**src/rtl/tdc_readout_seq.sv**
```systemverilog
// Readout sequencer: walks the enabled TDC channels and serialises each result
// word as header + data bytes, closing every frame with a single 8'hFF byte.
module tdc_readout_seq #(
    parameter int NCH   = 16,
    parameter int DW    = 32,
    parameter int RDLAT = 1
) (
    input  logic           clk,
    input  logic           res,
    input  logic           start,
    input  logic           abort,
    input  logic [NCH-1:0] chan_mask,
    output logic [5:0]     address,
    output logic           rd_en,
    input  logic [DW-1:0]  rd_data,
    output logic [7:0]     tx_data,
    output logic           tx_start,
    input  logic           tx_busy,
    output logic           busy,
    output logic           done,
    output logic [2:0]     state_dbg
);

    localparam int NB = DW / 8;
    localparam int BW = (NB > 1) ? $clog2(NB) : 1;
    localparam logic [5:0]     LAST_CH  = 6'(NCH - 1);
    localparam logic [1:0]     LAT_LAST = 2'(RDLAT);
    localparam logic [BW-1:0]  LAST_B   = BW'(NB - 1);
    localparam logic [BW-1:0]  B_ONE    = BW'(1);
    localparam logic [NCH-1:0] ONE_HOT0 = NCH'(1);

    typedef enum logic [2:0] {
        ST_IDLE = 3'd0,
        ST_SCAN = 3'd1,
        ST_READ = 3'd2,
        ST_HDR  = 3'd3,
        ST_DATA = 3'd4,
        ST_EOF  = 3'd5
    } state_t;

    state_t         state;
    logic [NCH-1:0] mask_q;
    logic [5:0]     cnt;
    logic [1:0]     lat_cnt;
    logic [BW-1:0]  bidx;
    logic [DW-1:0]  word_q;
    logic           guard;
    logic           guard_age;
    logic           eof_sent;
    logic           mask_hit;
    logic           can_send;

    // UART handshake: tx_start is a one-cycle strobe with tx_data valid in the
    // same cycle; the transmitter is ready again only once tx_busy is low and
    // the guard window (covering tx_busy's one-cycle rise delay) has closed.
    assign can_send  = !tx_busy && !guard && !tx_start;
    assign mask_hit  = |(mask_q & (ONE_HOT0 << cnt));
    assign state_dbg = state;

    always_ff @(posedge clk or negedge res) begin
        if (!res) begin
            state     <= ST_IDLE;
            mask_q    <= '0;
            cnt       <= '0;
            lat_cnt   <= '0;
            bidx      <= '0;
            word_q    <= '0;
            guard     <= 1'b0;
            guard_age <= 1'b0;
            eof_sent  <= 1'b0;
            address   <= '0;
            rd_en     <= 1'b0;
            tx_data   <= '0;
            tx_start  <= 1'b0;
            busy      <= 1'b0;
            done      <= 1'b0;
        end else begin
            rd_en    <= 1'b0;
            tx_start <= 1'b0;
            done     <= 1'b0;

            // Guard closes on the first busy cycle, or after two cycles if busy never rises
            if (guard) begin
                if (tx_busy || guard_age) begin
                    guard <= 1'b0;
                end else begin
                    guard_age <= 1'b1;
                end
            end

            if (abort && state != ST_IDLE && state != ST_EOF) begin
                state <= ST_EOF;
            end else begin
                case (state)
                    ST_IDLE: begin
                        if (start) begin
                            mask_q  <= chan_mask;
                            cnt     <= '0;
                            address <= '0;
                            busy    <= 1'b1;
                            state   <= ST_SCAN;
                        end
                    end
                    ST_SCAN: begin
                        if (mask_hit) begin
                            rd_en   <= 1'b1;
                            lat_cnt <= '0;
                            state   <= ST_READ;
                        end else if (cnt == LAST_CH) begin
                            state <= ST_EOF;
                        end else begin
                            cnt     <= cnt + 6'd1;
                            address <= cnt + 6'd1;
                        end
                    end
                    ST_READ: begin
                        if (lat_cnt == LAT_LAST) begin
                            word_q <= rd_data;
                            state  <= ST_HDR;
                        end else begin
                            lat_cnt <= lat_cnt + 2'd1;
                        end
                    end
                    ST_HDR: begin
                        if (can_send) begin
                            tx_start  <= 1'b1;
                            tx_data   <= {2'b10, cnt};
                            guard     <= 1'b1;
                            guard_age <= 1'b0;
                            bidx      <= '0;
                            state     <= ST_DATA;
                        end
                    end
                    ST_DATA: begin
                        if (can_send) begin
                            tx_start  <= 1'b1;
                            tx_data   <= word_q[DW-1 -: 8];
                            word_q    <= word_q << 8;
                            guard     <= 1'b1;
                            guard_age <= 1'b0;
                            if (bidx == LAST_B) begin
                                if (cnt == LAST_CH) begin
                                    state <= ST_EOF;
                                end else begin
                                    cnt     <= cnt + 6'd1;
                                    address <= cnt + 6'd1;
                                    state   <= ST_SCAN;
                                end
                            end else begin
                                bidx <= bidx + B_ONE;
                            end
                        end
                    end
                    ST_EOF: begin
                        // done follows the cycle in which the 8'hFF strobe is visible
                        if (eof_sent) begin
                            eof_sent <= 1'b0;
                            done     <= 1'b1;
                            busy     <= 1'b0;
                            state    <= ST_IDLE;
                        end else if (can_send) begin
                            tx_start  <= 1'b1;
                            tx_data   <= 8'hFF;
                            guard     <= 1'b1;
                            guard_age <= 1'b0;
                            eof_sent  <= 1'b1;
                        end
                    end
                    default: state <= ST_IDLE;
                endcase
            end
        end
    end

endmodule

```
**config.mk**
```make
export PLATFORM = sky130hd
export DESIGN_NAME = tdc_readout_seq
export DESIGN_NICKNAME = d
export VERILOG_FILES = /design/src/rtl/tdc_readout_seq.sv
export SDC_FILE = /design/constraint.sdc
export NUM_CORES = 1
export LEC_CHECK = 0
export CAP_MARGIN = 20
export CORE_ASPECT_RATIO = 0.9
export CORE_MARGIN = 2
export CORE_UTILIZATION = 45
export DETAILED_ROUTE_END_ITERATION = 8
export DONT_BUFFER_PORTS = 1
export HOLD_SLACK_MARGIN = 0.05
export SLEW_MARGIN = 20
export SYNTH_ARGS = -nofsm -noshare
export SYNTH_HDL_FRONTEND = slang
export SYNTH_SLANG_ARGS = --single-unit
```
**constraint.sdc**
```tcl
create_clock -name clk -period 5.1 [get_ports clk]
set_input_delay 1.02 -clock clk [delete_from_list [all_inputs] [get_ports clk]]
set_output_delay 1.02 -clock clk [all_outputs]
set_load 0.01 [all_outputs]
```
==> metrics.txt <==
status completed; DRT Pass-1 Iters 4; post-synth cell types 54; Ports 74; Seq/Total Area, Yosys 0.505; Synth area leader dfrtp_1; clock sinks 76; Period minus WS final 2800 ps; top achievable clock speed 357 MHz; clock slew at reported path FFs 80 ps; Initial Util 0.467; worst hold path type in -> async; ys async rst share 1.00; startpoint types flop; CTS Buffer Depth 2; largest family of logic cells by synthesized area simple AND/OR/NAND/NOR gates; die width 100 µm; total grt overflow 0; Max FO, Critical Path 20; Num CTS Buffers 9; M3 GR Usage 0.0735; Yosys Warn Count 0; WP data required 5330 ps; Slew headroom 0.372; Pwr Total 2510 µW; Max VDD drop 215 µV; GR Util met1 0.254; largest net degree at the start of global routing 77; Adder-Cell Fraction of Synth Area 0.00997; Clock Latency Late Sink 360 ps; post-DR vias/cell 5.54; WS Path Type reg -> reg; Leak Pwr 0.00178 µW; I/O Buffers 0; Net Count, Synth 423; nets 413; Mapped Area 0.00376 mm²; Final Setup Violations 0; Yosys reg bits 76; die height 90.8 µm; share of cells above drive strength 1 0.141; residual DRC count 0; initial antenna violation count 0; Inserted Diodes 0; Via Count 2555; post-route core utilization 0.491; Worst Clk Skew 9.67 ps; DIE AREA 0.00911 mm²; global route hottest layer met1; Critical Path AT 3030 ps; actual slew at the worst max-slew pin 942 ps; RSZ-0062 raised after global routing no; Cells after Synth 367; crit end category flop; top-area cell type share of the netlist area 0.505; CTS resizes 0; mux share of post-synthesis cell area 0.138; postcts setup bufs 0; Iter 0 DRT Violations 136; met2 usage 0.253; Synth Area in Compound Gates 0.140; first-pass GRT wire length 13000 µm; part of the cycle the worst path needs 0.549; Seq. cell area 0.00190 mm²; post-DR wirelength/cell 17.0 µm; P&R area growth vs syn 5.35%; simple-gate area share of the yosys netlist 0.150; largest cells by area after synthesis dfrtp_1 51%, mux2i_1 8.0%, o21ai_0 6.4%; H-tree depth 3; fraction of synthesized cell area in xor and xnor cells 0.00465; Post-synth EDFFs 0; hold buffer count at cts 0; detailed placement HPWL 5220 µm; setup TNS 0 ps; area of the multi-input gates 0.00167 mm²; Max Cap Viol 0; clock root buffer master clkbuf_8; fillers 770; max-slew violations 0; CTS tree done; final WL 7850 µm; final number of hold-violating endpoints 0; Post-DRT Antenna Nets 0; num rows 31; vias in the first global route 2565; All-Layer GR Usage 0.180; pwr/cell area 633 mW/mm²; Mapped Avg Cell Area 10.3 µm²; RePlAce Congestion 0.865; top_reg_cell synth dfrtp_1; Core Box Area 0.00807 mm²
[cell families after synthesis]
logic type,Yosys count
AOI/OAI and AO/OA,87
buffers and inverters,34
adders and majority gates,3
and+or+nand+nor,116
DFF,76
xor gates and xnor gates,2
muxes,49
[metrics by stage]
| step | area (µm²) | instances | worst slack (ps) | hold WS [ps] |
|---|---|---|---|---|
| floorplan | 3760 | 367 | 2560 | 435 |
| global placement | 3750 | 445 | 2310 | 442 |
| detailed placement | 3750 | 445 | 2250 | 456 |
| finish | 3970 | 461 | 2300 | 353 |
| global route | 3970 | 461 | 1980 | 328 |
| CTS | 3970 | 461 | 2300 | 337 |
[path summary, 6_finish.rpt]
kind | to | depth (start not counted) | startpoint | slack [ps]
max | state_dbg[0] | 6 | state_dbg[2] | 2300
min in group clk | guard | 1 | guard_age | 470
min reg2reg | guard | 1 | guard_age | 470
max reg2reg | state_dbg[0] | 6 | state_dbg[2] | 2300
min | address[1] | 0 | res | 350
max in group asynchronous | bidx[1] | 0 | res | 4630
[worst max-delay path: stages, from the launching register on]
cell and delay [ps]:
dfrtp_1 720, nor2b_1 550, nand2_1 610, o21ai_0 350, o31a_1 240, a311o_1 150
a21oi_1 60
[final cells by class]
type	instances	share of cell area
tap	99	0.0312
timing repair buffer	2	0.00379
inverter	11	0.0104
clock buffer	10	0.0347
sequential	76	0.480
clock inverter	6	0.0183
multi-input combinational	257	0.422
[where the power goes]
| group | leakage, µW | internal, µW | total (µW) | switching (µW) |
|---|---|---|---|---|
| Sequential | 0.000962 | 878 | 1150 | 269 |
| Clock | 0.000103 | 244 | 483 | 240 |
| Combinational | 0.000718 | 411 | 879 | 468 |
[metal layers]
metal  vias up  routed length (µm)
met3         8                 522
met1      1217                3860
met4         0                  75
li1       1262                   -
met5         -                   0
met2        68                3390
[layout by cell type (no fill, tap or decap), drive strengths merged, types with 2 or more instances in the layout]
| cell type | netlist | final |
|---|---|---|
| a21o | 4 | 4 |
| nor3 | 6 | 6 |
| mux2 | 19 | 19 |
| nand2b | 4 | 4 |
| ha | 3 | 3 |
| nand4 | 3 | 3 |
| inv | 11 | 12 |
| dfrtp | 76 | 76 |
| nor2b | 8 | 8 |
| nand3 | 5 | 5 |
| o211ai | 2 | 2 |
| or3 | 2 | 2 |
| nand2 | 62 | 62 |
| a31oi | 4 | 4 |
| nor4b | 2 | 2 |
| a21oi | 8 | 8 |
| o22ai | 6 | 6 |
| and3 | 5 | 5 |
| o21ai | 53 | 53 |
| buf | 9 | 2 |
| nor4 | 2 | 2 |
| clkinv | 0 | 3 |
| o41ai | 2 | 2 |
| clkbuf | 14 | 10 |
| nor2 | 12 | 12 |
| mux2i | 30 | 30 |
[cells in the mapped netlist, drive strengths merged, types with 6 or more instances]
cell	n
inv	11
nor3	6
nor2b	8
nor2	12
nand2	62
o21ai	53
a21oi	8
clkbuf	14
mux2i	30
dfrtp	76
o22ai	6
mux2	19
buf	9
[state kept, by name (all words and copies together) (netlist names)]
name and flops:
state_dbg 3, word_q 32, guard_age 1, address 6, bidx 2, guard 1, tx_start 1, tx_data 8
mask_q 16, busy 1, done 1, lat_cnt 2, rd_en 1, eof_sent 1
Note: power is estimated with default switching activity, not from simulation.
